==> src/rtl/mx_mac_acc_ctrl_if.sv <==
// Bus bundle for mx_mac_acc_ctrl: operand handshake, per-lane MAC result,
// accumulator feedback and tile-result handshake.
interface mx_mac_acc_ctrl_if #(
  parameter int NUM_LANES   = 4,
  parameter int M_OUT_WIDTH = 16,
  parameter int K_CNT_WIDTH = 8
);
  logic [K_CNT_WIDTH-1:0]           k_len_i;
  logic                             A_valid_i;
  logic                             B_valid_i;
  logic                             in_ready_o;
  logic [NUM_LANES*M_OUT_WIDTH-1:0] nxt_mant_i;
  logic [NUM_LANES*8-1:0]           nxt_exp_i;
  logic [NUM_LANES-1:0]             nxt_sign_i;
  logic [NUM_LANES*M_OUT_WIDTH-1:0] acc_mant_o;
  logic [NUM_LANES*8-1:0]           acc_exp_o;
  logic [NUM_LANES-1:0]             acc_sign_o;
  logic                             out_valid_o;
  logic                             out_ready_i;
  logic [NUM_LANES*M_OUT_WIDTH-1:0] out_mant_o;
  logic [NUM_LANES*8-1:0]           out_exp_o;
  logic [NUM_LANES-1:0]             out_sign_o;
  logic                             busy_o;

  modport slave (
    input  k_len_i, A_valid_i, B_valid_i, nxt_mant_i, nxt_exp_i, nxt_sign_i, out_ready_i,
    output in_ready_o, acc_mant_o, acc_exp_o, acc_sign_o,
           out_valid_o, out_mant_o, out_exp_o, out_sign_o, busy_o
  );

  modport master (
    output k_len_i, A_valid_i, B_valid_i, nxt_mant_i, nxt_exp_i, nxt_sign_i, out_ready_i,
    input  in_ready_o, acc_mant_o, acc_exp_o, acc_sign_o,
           out_valid_o, out_mant_o, out_exp_o, out_sign_o, busy_o
  );
endinterface

==> src/rtl/mx_mac_acc_ctrl.sv <==
// MX MAC accumulator controller: per-lane accumulator/output registers plus tile FSM.
// Define MX_MAC_ACC_DBUF_EN to let the next tile accumulate while a result is pending.
module mx_mac_acc_lane #(
  parameter int MW = 16
) (
  input  logic          clk_i,
  input  logic          rst_i,
  input  logic          acc_ld_i,
  input  logic          out_ld_i,
  input  logic          fb_zero_i,
  input  logic [MW-1:0] nxt_mant_i,
  input  logic [7:0]    nxt_exp_i,
  input  logic          nxt_sign_i,
  output logic [MW-1:0] acc_mant_o,
  output logic [7:0]    acc_exp_o,
  output logic          acc_sign_o,
  output logic [MW-1:0] out_mant_o,
  output logic [7:0]    out_exp_o,
  output logic          out_sign_o
);
  logic [MW-1:0] acc_mant_q, out_mant_q;
  logic [7:0]    acc_exp_q,  out_exp_q;
  logic          acc_sign_q, out_sign_q;

  always_ff @(posedge clk_i) begin
    if (rst_i) begin
      acc_mant_q <= '0; acc_exp_q <= '0; acc_sign_q <= 1'b0;
      out_mant_q <= '0; out_exp_q <= '0; out_sign_q <= 1'b0;
    end else begin
      if (acc_ld_i) begin
        acc_mant_q <= nxt_mant_i; acc_exp_q <= nxt_exp_i; acc_sign_q <= nxt_sign_i;
      end
      if (out_ld_i) begin
        out_mant_q <= nxt_mant_i; out_exp_q <= nxt_exp_i; out_sign_q <= nxt_sign_i;
      end
    end
  end

  // No tile open: the datapath must start from zero, not the stale accumulator.
  assign acc_mant_o = fb_zero_i ? '0   : acc_mant_q;
  assign acc_exp_o  = fb_zero_i ? '0   : acc_exp_q;
  assign acc_sign_o = fb_zero_i ? 1'b0 : acc_sign_q;
  assign out_mant_o = out_mant_q;
  assign out_exp_o  = out_exp_q;
  assign out_sign_o = out_sign_q;
endmodule

module mx_mac_acc_ctrl #(
  parameter int NUM_LANES   = 4,
  parameter int M_OUT_WIDTH = 16,
  parameter int K_CNT_WIDTH = 8
) (
  input  logic              clk_i,
  input  logic              rst_i,
  mx_mac_acc_ctrl_if.slave  bus
);
  typedef enum logic [1:0] {IDLE, ACCUM, HOLD} state_e;

  localparam logic [K_CNT_WIDTH-1:0] K_ONE = K_CNT_WIDTH'(1);

  state_e                 state_q;
  logic [K_CNT_WIDTH-1:0] cnt_q, k_q;
  logic                   out_valid_q;
  logic                   beat, last, stall, done, out_hs, in_ready;
  state_e                 done_state;

  assign out_hs = out_valid_q & bus.out_ready_i;
  assign last   = (state_q == IDLE)  ? (bus.k_len_i <= K_ONE) :
                  (state_q == ACCUM) ? (cnt_q == k_q - K_ONE) : 1'b0;
  // A completion while the previous result is still blocked would overwrite it.
  assign stall  = out_valid_q & ~bus.out_ready_i & last;

`ifdef MX_MAC_ACC_DBUF_EN
  assign in_ready   = ~rst_i & ~stall;
  assign done_state = IDLE;
`else
  assign in_ready   = ~rst_i & (state_q != HOLD) & ~stall;
  assign done_state = bus.out_ready_i ? IDLE : HOLD;
`endif

  assign beat = bus.A_valid_i & bus.B_valid_i & in_ready;
  assign done = beat & last;

  always_ff @(posedge clk_i) begin
    if (rst_i) begin
      state_q     <= IDLE;
      cnt_q       <= '0;
      k_q         <= K_ONE;
      out_valid_q <= 1'b0;
    end else begin
      if (done)        out_valid_q <= 1'b1;
      else if (out_hs) out_valid_q <= 1'b0;
      case (state_q)
        IDLE: if (beat) begin
          k_q <= (bus.k_len_i == '0) ? K_ONE : bus.k_len_i;
          if (last) begin
            cnt_q   <= '0;
            state_q <= done_state;
          end else begin
            cnt_q   <= K_ONE;
            state_q <= ACCUM;
          end
        end
        ACCUM: if (beat) begin
          if (last) begin
            cnt_q   <= '0;
            state_q <= done_state;
          end else begin
            cnt_q   <= cnt_q + K_ONE;
          end
        end
        HOLD: if (out_hs) state_q <= IDLE;
        default: state_q <= IDLE;
      endcase
    end
  end

  assign bus.in_ready_o  = in_ready;
  assign bus.out_valid_o = out_valid_q;
  assign bus.busy_o      = (state_q != IDLE) | out_valid_q;

  for (genvar l = 0; l < NUM_LANES; l++) begin : g_lane
    mx_mac_acc_lane #(.MW(M_OUT_WIDTH)) u_lane (
      .clk_i      (clk_i),
      .rst_i      (rst_i),
      .acc_ld_i   (beat),
      .out_ld_i   (done),
      .fb_zero_i  (state_q == IDLE),
      .nxt_mant_i (bus.nxt_mant_i[l*M_OUT_WIDTH +: M_OUT_WIDTH]),
      .nxt_exp_i  (bus.nxt_exp_i[l*8 +: 8]),
      .nxt_sign_i (bus.nxt_sign_i[l]),
      .acc_mant_o (bus.acc_mant_o[l*M_OUT_WIDTH +: M_OUT_WIDTH]),
      .acc_exp_o  (bus.acc_exp_o[l*8 +: 8]),
      .acc_sign_o (bus.acc_sign_o[l]),
      .out_mant_o (bus.out_mant_o[l*M_OUT_WIDTH +: M_OUT_WIDTH]),
      .out_exp_o  (bus.out_exp_o[l*8 +: 8]),
      .out_sign_o (bus.out_sign_o[l])
    );
  end
endmodule

==> src/flat_wrapper.sv <==
// flat-port wrapper written by rule: the top's interface ports become plain ports
module mx_mac_acc_ctrl_flat 
#(
  parameter int NUM_LANES   = 4,
  parameter int M_OUT_WIDTH = 16,
  parameter int K_CNT_WIDTH = 8
)
  (clk_i, rst_i, bus_k_len_i, bus_A_valid_i, bus_B_valid_i, bus_nxt_mant_i, bus_nxt_exp_i, bus_nxt_sign_i, bus_out_ready_i, bus_in_ready_o, bus_acc_mant_o, bus_acc_exp_o, bus_acc_sign_o, bus_out_valid_o, bus_out_mant_o, bus_out_exp_o, bus_out_sign_o, bus_busy_o);
  mx_mac_acc_ctrl_if #(.NUM_LANES(NUM_LANES), .M_OUT_WIDTH(M_OUT_WIDTH), .K_CNT_WIDTH(K_CNT_WIDTH)) bus_i ();
  input  logic clk_i;
  input  logic rst_i;
  input wire logic [$bits(bus_i.k_len_i)-1:0] bus_k_len_i;
  input wire logic [$bits(bus_i.A_valid_i)-1:0] bus_A_valid_i;
  input wire logic [$bits(bus_i.B_valid_i)-1:0] bus_B_valid_i;
  input wire logic [$bits(bus_i.nxt_mant_i)-1:0] bus_nxt_mant_i;
  input wire logic [$bits(bus_i.nxt_exp_i)-1:0] bus_nxt_exp_i;
  input wire logic [$bits(bus_i.nxt_sign_i)-1:0] bus_nxt_sign_i;
  input wire logic [$bits(bus_i.out_ready_i)-1:0] bus_out_ready_i;
  output wire logic [$bits(bus_i.in_ready_o)-1:0] bus_in_ready_o;
  output wire logic [$bits(bus_i.acc_mant_o)-1:0] bus_acc_mant_o;
  output wire logic [$bits(bus_i.acc_exp_o)-1:0] bus_acc_exp_o;
  output wire logic [$bits(bus_i.acc_sign_o)-1:0] bus_acc_sign_o;
  output wire logic [$bits(bus_i.out_valid_o)-1:0] bus_out_valid_o;
  output wire logic [$bits(bus_i.out_mant_o)-1:0] bus_out_mant_o;
  output wire logic [$bits(bus_i.out_exp_o)-1:0] bus_out_exp_o;
  output wire logic [$bits(bus_i.out_sign_o)-1:0] bus_out_sign_o;
  output wire logic [$bits(bus_i.busy_o)-1:0] bus_busy_o;
  assign bus_i.k_len_i = bus_k_len_i;
  assign bus_i.A_valid_i = bus_A_valid_i;
  assign bus_i.B_valid_i = bus_B_valid_i;
  assign bus_i.nxt_mant_i = bus_nxt_mant_i;
  assign bus_i.nxt_exp_i = bus_nxt_exp_i;
  assign bus_i.nxt_sign_i = bus_nxt_sign_i;
  assign bus_i.out_ready_i = bus_out_ready_i;
  assign bus_in_ready_o = bus_i.in_ready_o;
  assign bus_acc_mant_o = bus_i.acc_mant_o;
  assign bus_acc_exp_o = bus_i.acc_exp_o;
  assign bus_acc_sign_o = bus_i.acc_sign_o;
  assign bus_out_valid_o = bus_i.out_valid_o;
  assign bus_out_mant_o = bus_i.out_mant_o;
  assign bus_out_exp_o = bus_i.out_exp_o;
  assign bus_out_sign_o = bus_i.out_sign_o;
  assign bus_busy_o = bus_i.busy_o;
  mx_mac_acc_ctrl #(.NUM_LANES(NUM_LANES), .M_OUT_WIDTH(M_OUT_WIDTH), .K_CNT_WIDTH(K_CNT_WIDTH)) u_core (.clk_i(clk_i), .rst_i(rst_i), .bus(bus_i));
endmodule
==> config.mk <==
export PLATFORM = sky130hd
export DESIGN_NAME = mx_mac_acc_ctrl_flat
export DESIGN_NICKNAME = d
export VERILOG_FILES = /design/src/rtl/mx_mac_acc_ctrl_if.sv /design/src/rtl/mx_mac_acc_ctrl.sv /design/src/flat_wrapper.sv
export SDC_FILE = /design/constraint.sdc
export NUM_CORES = 1
export LEC_CHECK = 0
export CAP_MARGIN = 30
export CORE_MARGIN = 2
export CORE_UTILIZATION = 40
export DETAILED_ROUTE_END_ITERATION = 10
export MAX_ROUTING_LAYER = met4
export PLACE_DENSITY = 0.73
export SYNTH_ARGS = -nofsm -noshare
export SYNTH_HDL_FRONTEND = slang
export SYNTH_SLANG_ARGS = --single-unit
==> constraint.sdc <==
create_clock -name clk_i -period 2.85 [get_ports clk_i]
set_clock_uncertainty 0.15 [all_clocks]
set_input_delay 0.4275 -clock clk_i [delete_from_list [all_inputs] [get_ports clk_i]]
set_output_delay 0.4275 -clock clk_i [all_outputs]
set_load 0.01 [all_outputs]
Yosys cells after proc, flatten, opt, wreduce, memory -nomap -nowiden --
Cells that the tools add are included.
Operators by class: equal/unequal tests 8, muxes and demuxes 29, bitwise gates (word level) 12, $lt $le $gt $ge 1, add/subtract/negate cells 2, reductions and logical operators 8
Operators by type and width (number):
- $mux W16 | 4
- $mux W8 | 8
- $pmux W8 S2 | 1
- $mux W2 | 6
- $mux W1 | 9
- $add A8 B1 Y8 const B | 1
- $and A1 B1 Y1 | 8
- $eq A8 B8 Y1 | 1
- $le A8 B1 Y1 const B | 1
- $logic_not A8 Y1 | 1
- $ne A2 B1 Y1 const B | 4
- $sub A8 B1 Y8 const B | 1
- $pmux W2 S3 | 1
- $reduce_bool A2 Y1 | 3
- $reduce_and A4 Y1 | 1
- $not A1 Y1 | 3
- $reduce_and A3 Y1 | 1
- $eq A2 B1 Y1 const B | 1
- $eq A2 B2 Y1 const B | 1
- $logic_not A2 Y1 | 1
- $ne A2 B2 Y1 const B | 1
- $reduce_and A2 Y1 | 1
- $or A1 B1 Y1 | 1
Word-level totals: flip-flop bits (word level) 219, output and inout port bits 203, input bits 113, logic and storage cells 88

Logic depth before layout (Yosys ltp) --
word-level depth 10, mapped depth 12, depth with buffers taken out 9

By module --
From an unflattened synthesis, not the netlist that was laid out.
Unflattened totals: cells, all modules 895, area, all modules 9136.3 um2
Modules (own cells, without submodules):
- mx_mac_acc_lane | sequential area each 1001.0 um2, cells an instance 189, instances 4, area an instance 1984.4 um2
- mx_mac_acc_ctrl | sequential area each 380.4 um2, cells an instance 139, instances 1, area an instance 1198.6 um2

Worst setup path before layout --
OpenSTA, ideal clock, no wires.
path kind flip-flop to flip-flop, start reg u_core.k_q[0], end reg u_core.g_lane[0].u_lane.out_exp_q[0], setup time 0.132 ns, stages on the path, launching flop included 12, path buffers 2, setup slack 0.447 ns, data required time 2.568 ns, period minus slack after synthesis 2.403 ns, arrival 2.121 ns, cell sequence dfxtp_1 > inv_1 > ha_1 > xnor2_1 > nor2_1 > o31ai_1 > nand3_1 > a211o_1 > buf_2 > buf_4 > nand2_1 > a21oi_1
Between the ends: longest elaborated chain between the ends 9
RTL lines:
- from (decl) | line mx_mac_acc_ctrl.sv:62 | logic [K_CNT_WIDTH-1:0] cnt_q, k_q;
- from (signal assigned) | line mx_mac_acc_ctrl.sv:95 | k_q <= (bus.k_len_i == '0) ? K_ONE : bus.k_len_i;
- $sub A8 B1 Y8 * | line mx_mac_acc_ctrl.sv:69 | (state_q == ACCUM) ? (cnt_q == k_q - K_ONE) : 1'b0;
- $eq A8 B8 Y1 * | line mx_mac_acc_ctrl.sv:69
- $mux W1 * | line mx_mac_acc_ctrl.sv:69
- $mux W1 * | line mx_mac_acc_ctrl.sv:68 | assign last = (state_q == IDLE) ? (bus.k_len_i <= K_ONE) :
- $and A1 B1 Y1 | line mx_mac_acc_ctrl.sv:71 | assign stall = out_valid_q & ~bus.out_ready_i & last;
- $not A1 Y1 | line mx_mac_acc_ctrl.sv:77 | assign in_ready = ~rst_i & (state_q != HOLD) & ~stall;
- $and A1 B1 Y1 | line mx_mac_acc_ctrl.sv:77
- $and A1 B1 Y1 | line mx_mac_acc_ctrl.sv:81 | assign beat = bus.A_valid_i & bus.B_valid_i & in_ready;
- $and A1 B1 Y1 * | line mx_mac_acc_ctrl.sv:82 | assign done = beat & last;
- to (signal assigned) | line mx_mac_acc_ctrl.sv:34 | out_mant_q <= nxt_mant_i; out_exp_q <= nxt_exp_i; out_sign_q <= nxt_sign_i;
- to (decl) | line mx_mac_acc_ctrl.sv:22 | logic [7:0] acc_exp_q, out_exp_q;
Mark *: on every way between the ends. The rest lies on a longest branch, timed or not. A chain may end at the register's enable or synchronous reset.

Worst setup path after layout --
start reg u_core.k_q[3], end out bus_in_ready_o
Between the ends: longest elaborated chain between the ends 7
RTL lines:
- $sub A8 B1 Y8 | line mx_mac_acc_ctrl.sv:69
- $eq A8 B8 Y1 | line mx_mac_acc_ctrl.sv:69
- $mux W1 | line mx_mac_acc_ctrl.sv:69
- $mux W1 | line mx_mac_acc_ctrl.sv:68
- $and A1 B1 Y1 | line mx_mac_acc_ctrl.sv:71
- $not A1 Y1 | line mx_mac_acc_ctrl.sv:77
- $and A1 B1 Y1 | line mx_mac_acc_ctrl.sv:77
- to (decl) | line flat_wrapper.sv:19 | output wire logic [$bits(bus_i.in_ready_o)-1:0] bus_in_ready_o;
Every way passes these cells.

==> results.json <==
{
  "outcome": "finished clean",
  "grt.met2_usage_pct": 37.1,
  "port-buffer-count": 315,
  "crit_fanout": 6,
  "yosys_warnings": 0,
  "yosysMostFrequentCell": "nand2_1",
  "cp-start-kind": "flop",
  "setup_ws_ns": 0.119,
  "relSlewSlack_pct": 18.8,
  "synth-async-reset-ratio_pct": 0,
  "layout_min_cycle_time_ns": 2.73,
  "routed-via-count": 8548,
  "cts_sinks": 219,
  "viasPerCell": 4.95,
  "yosys.area.top_type": "dfxtp_1",
  "ctsHoldBuffers": 0,
  "cp.arrival_ns": 2.15,
  "antenna_left": 0,
  "dpl.cell_count": 1683,
  "synth_area_leaders": "dfxtp_1 (50%), nand2_1 (17%), a21oi_1 (12%)",
  "drc": 0,
  "synth_nets": 1256,
  "drv_slew": 0,
  "layout-drive-gt1-share_pct": 7.11,
  "maxCapViolations": 0,
  "synth_area_per_cell_um2": 7.76,
  "timing.fmax_ghz": 0.366,
  "regArea_um2": 4390,
  "die_x_um": 153,
  "holdPathEnd": "u_core.g_lane[2].u_lane.acc_exp_q[0]",
  "power.total_mw": 7.19,
  "peakVddDrop_uv": 476,
  "r2r_slack_ns": 0.17,
  "diodes": 0,
  "gr-usage-met1_pct": 28.0,
  "p_seq_share_pct": 44.6,
  "grt_pass1_wl_um": 43500,
  "drtPass1Iterations": 4,
  "place.gp.congestion": 0.827,
  "overflow": 0,
  "crit_type": "reg2out",
  "finalCritPeriodShare_pct": 95.8,
  "whs_ns": 0.294,
  "stdcell_count": 1728,
  "syn_to_final_growth_pct": 49.9,
  "reg2reg_to": "u_core.g_lane[0].u_lane.acc_exp_q[1]",
  "switching_share_pct": 23.5,
  "ios": 316,
  "hold_path_class": "reg2reg",
  "numCtsBuffers": 24,
  "clkTransAtPathRegs_ns": 0.06,
  "row_count": 54,
  "crit_required_ns": 2.27,
  "yosysSeqAreaShare_pct": 49.5,
  "grt.total_usage_pct": 23.1,
  "root_buffer": "clkbuf_16",
  "multi_input_area_um2": 4000,
  "start_util_pct": 40.7,
  "antenna_found_initial": 0,
  "cts_tree": "done",
  "wl_per_cell_um": 15.9,
  "min_path_cells": 2,
  "internal_power_mw": 5.50,
  "p_leak_nw": 4.70,
  "netlist_top_cells_count": "nand2_1 (404), dfxtp_1 (219), a21oi_1 (213)",
  "worstHoldStart": "u_core.g_lane[2].u_lane.acc_exp_q[0]",
  "post-place-ws_ns": -0.163,
  "synth.area.mux_share_pct": 0,
  "synth_xor_area_share_pct": 0.891,
  "powerDensity_nw_per_um2": 542,
  "dp_hpwl_um": 18100,
  "comb_power_share_pct": 10.8,
  "use_met3_pct": 6.20,
  "wl_um": 27500,
  "htreeDepth": 1,
  "tightest_slew_ns": 1.22,
  "chipHeight_um": 153,
  "clock_path_buffers": 3,
  "top_usage_layer": "met2",
  "drt_iter0_drc": 384,
  "synthAdderAreaFrac_pct": 0.283,
  "nets": 1546,
  "syn-instance-count": 1141,
  "p_clk_share_pct": 44.5,
  "ys_ff_latch": 219,
  "ys_types": 43,
  "netlist_area_um2": 8850,
  "die-area_um2": 23300,
  "grt_max_degree": 226,
  "hold_viol": 0,
  "synthFlopType": "dfxtp_1",
  "synth_top_area_share_pct": 49.5,
  "synth-compound-area-share_pct": 14.9,
  "synth_edf_count": 0,
  "cp-end-kind": "output pin",
  "setup_viol": 0,
  "r2r_start": "u_core.k_q[0]",
  "p_switching_mw": 1.69,
  "grt_pass1_vias": 8289,
  "clock_latency_ns": 0.51,
  "yosys.area_share.simple_pct": 28.2,
  "reg2reg_depth": 12,
  "nFillCells": 1926,
  "coreArea_um2": 21800,
  "synth_top_family_by_area": "simple AND/OR/NAND/NOR gates"
}
## layer usage
metal  up-vias  part of all wire, %
li1       4270                    -
met1      3966                   42
met2       248                   48
met3        64                  6.6
met4         0                  3.5
met5         -                    0
## flip-flops by register name, indices dropped and copies added (netlist names)
| signal | cells |
|---|---|
| u_core.g_lane.u_lane.out_exp_o | 32 |
| u_core.bus.out_valid_o | 1 |
| u_core.cnt_q | 8 |
| u_core.k_q | 8 |
| u_core.g_lane.u_lane.out_mant_o | 64 |
| u_core.state_q | 2 |
| u_core.g_lane.u_lane.acc_exp_q | 32 |
| u_core.g_lane.u_lane.acc_sign_q | 4 |
| u_core.g_lane.u_lane.out_sign_o | 4 |
| u_core.g_lane.u_lane.acc_mant_q | 64 |
## worst max-delay path by stage
stage	startpoint	end	slack (ns)	cells after the start
3_3_place_gp	bus_k_len_i[7]	bus_in_ready_o	-0.16	7
3_5_place_dp	bus_k_len_i[7]	bus_in_ready_o	-0.16	7
6_report	u_core.k_q[3]	bus_in_ready_o	0.12	7
4_1_cts	u_core.state_q[0]	bus_acc_exp_o[17]	-0.1	4
2_1_floorplan	u_core.k_q[0]	u_core.g_lane[0].u_lane.out_exp_o[0]	0.45	11
5_1_grt	u_core.k_q[3]	bus_in_ready_o	-0.02	7
## cell usage in the layout (no fill, tap or decap), drive strengths merged, types with 2 or more instances in the layout
cell / instances
a211oi: 7
ha: 2
a21oi: 213
nand2b: 2
clkdlybuf4s50: 313
or3: 9
bufinv: 2
nor3: 7
clkinv: 4
nand2: 404
clkbuf: 37
dfxtp: 219
nand3: 11
o22a: 2
nor2: 11
nor4: 3
inv: 8
nor2b: 3
buf: 45
o21ai: 9
xor2: 5
xnor2: 4
and2: 102
o32ai: 6
and3: 4
## timing repair
| item | CTS | global route |
|---|---|---|
| cloned | 0 | 1 |
| setup endpoints to repair | 95 | 101 |
| pin swaps | 4 | 3 |
| gates resized for setup | 7 | 17 |
| setup buffers | 0 | 1 |
## area by class of cell
class	count	area share, %
multi-input combinational	819	30.2
timing repair buffer	359	27.7
inverter	8	0.226
clock inverter	7	0.660
sequential	219	33.1
tap	280	2.64
clock buffer	36	5.55
## stage by stage
step | area [um2] | util, % | TNS [ns]
5_1_grt | 13300 | 61.0 | -0.0245
6_report | 13300 | 61.0 | 0
3_3_place_gp | 12300 | 56.7 | -18.51
2_1_floorplan | 8850 | - | 0
4_1_cts | 13200 | 60.6 | -4.46
3_5_place_dp | 12300 | 56.7 | -22.56
## logic make-up (layout without fill, tap and decap cells)
group	Yosys count	after routing
simple gates	562	562
compound gates	246	246
flops	219	219
fa+ha+maj	2	2
buf+inv	103	410
xor+xnor	9	9
## critical path: stages (launching register included)
cell      delay, ns
dfxtp_1        0.39
nor4_4         0.34
a21oi_1        0.11
o22a_1         0.24
nand3_1        0.14
nand2_1        0.09
a21boi_0       0.18
buf_2          0.16
## power by group through the flow
stage / clock, mW / combinational, mW / sequential (mW)
3_3_place_gp: 0 / 0.735 / 3.27
4_1_cts: 3.29 / 0.752 / 3.21
3_5_place_dp: 0 / 0.743 / 3.28
2_1_floorplan: 0 / 0.359 / 3.27
6_report: 3.20 / 0.777 / 3.21
5_1_grt: 3.39 / 0.848 / 3.22
(Power assumes the default switching activity.)
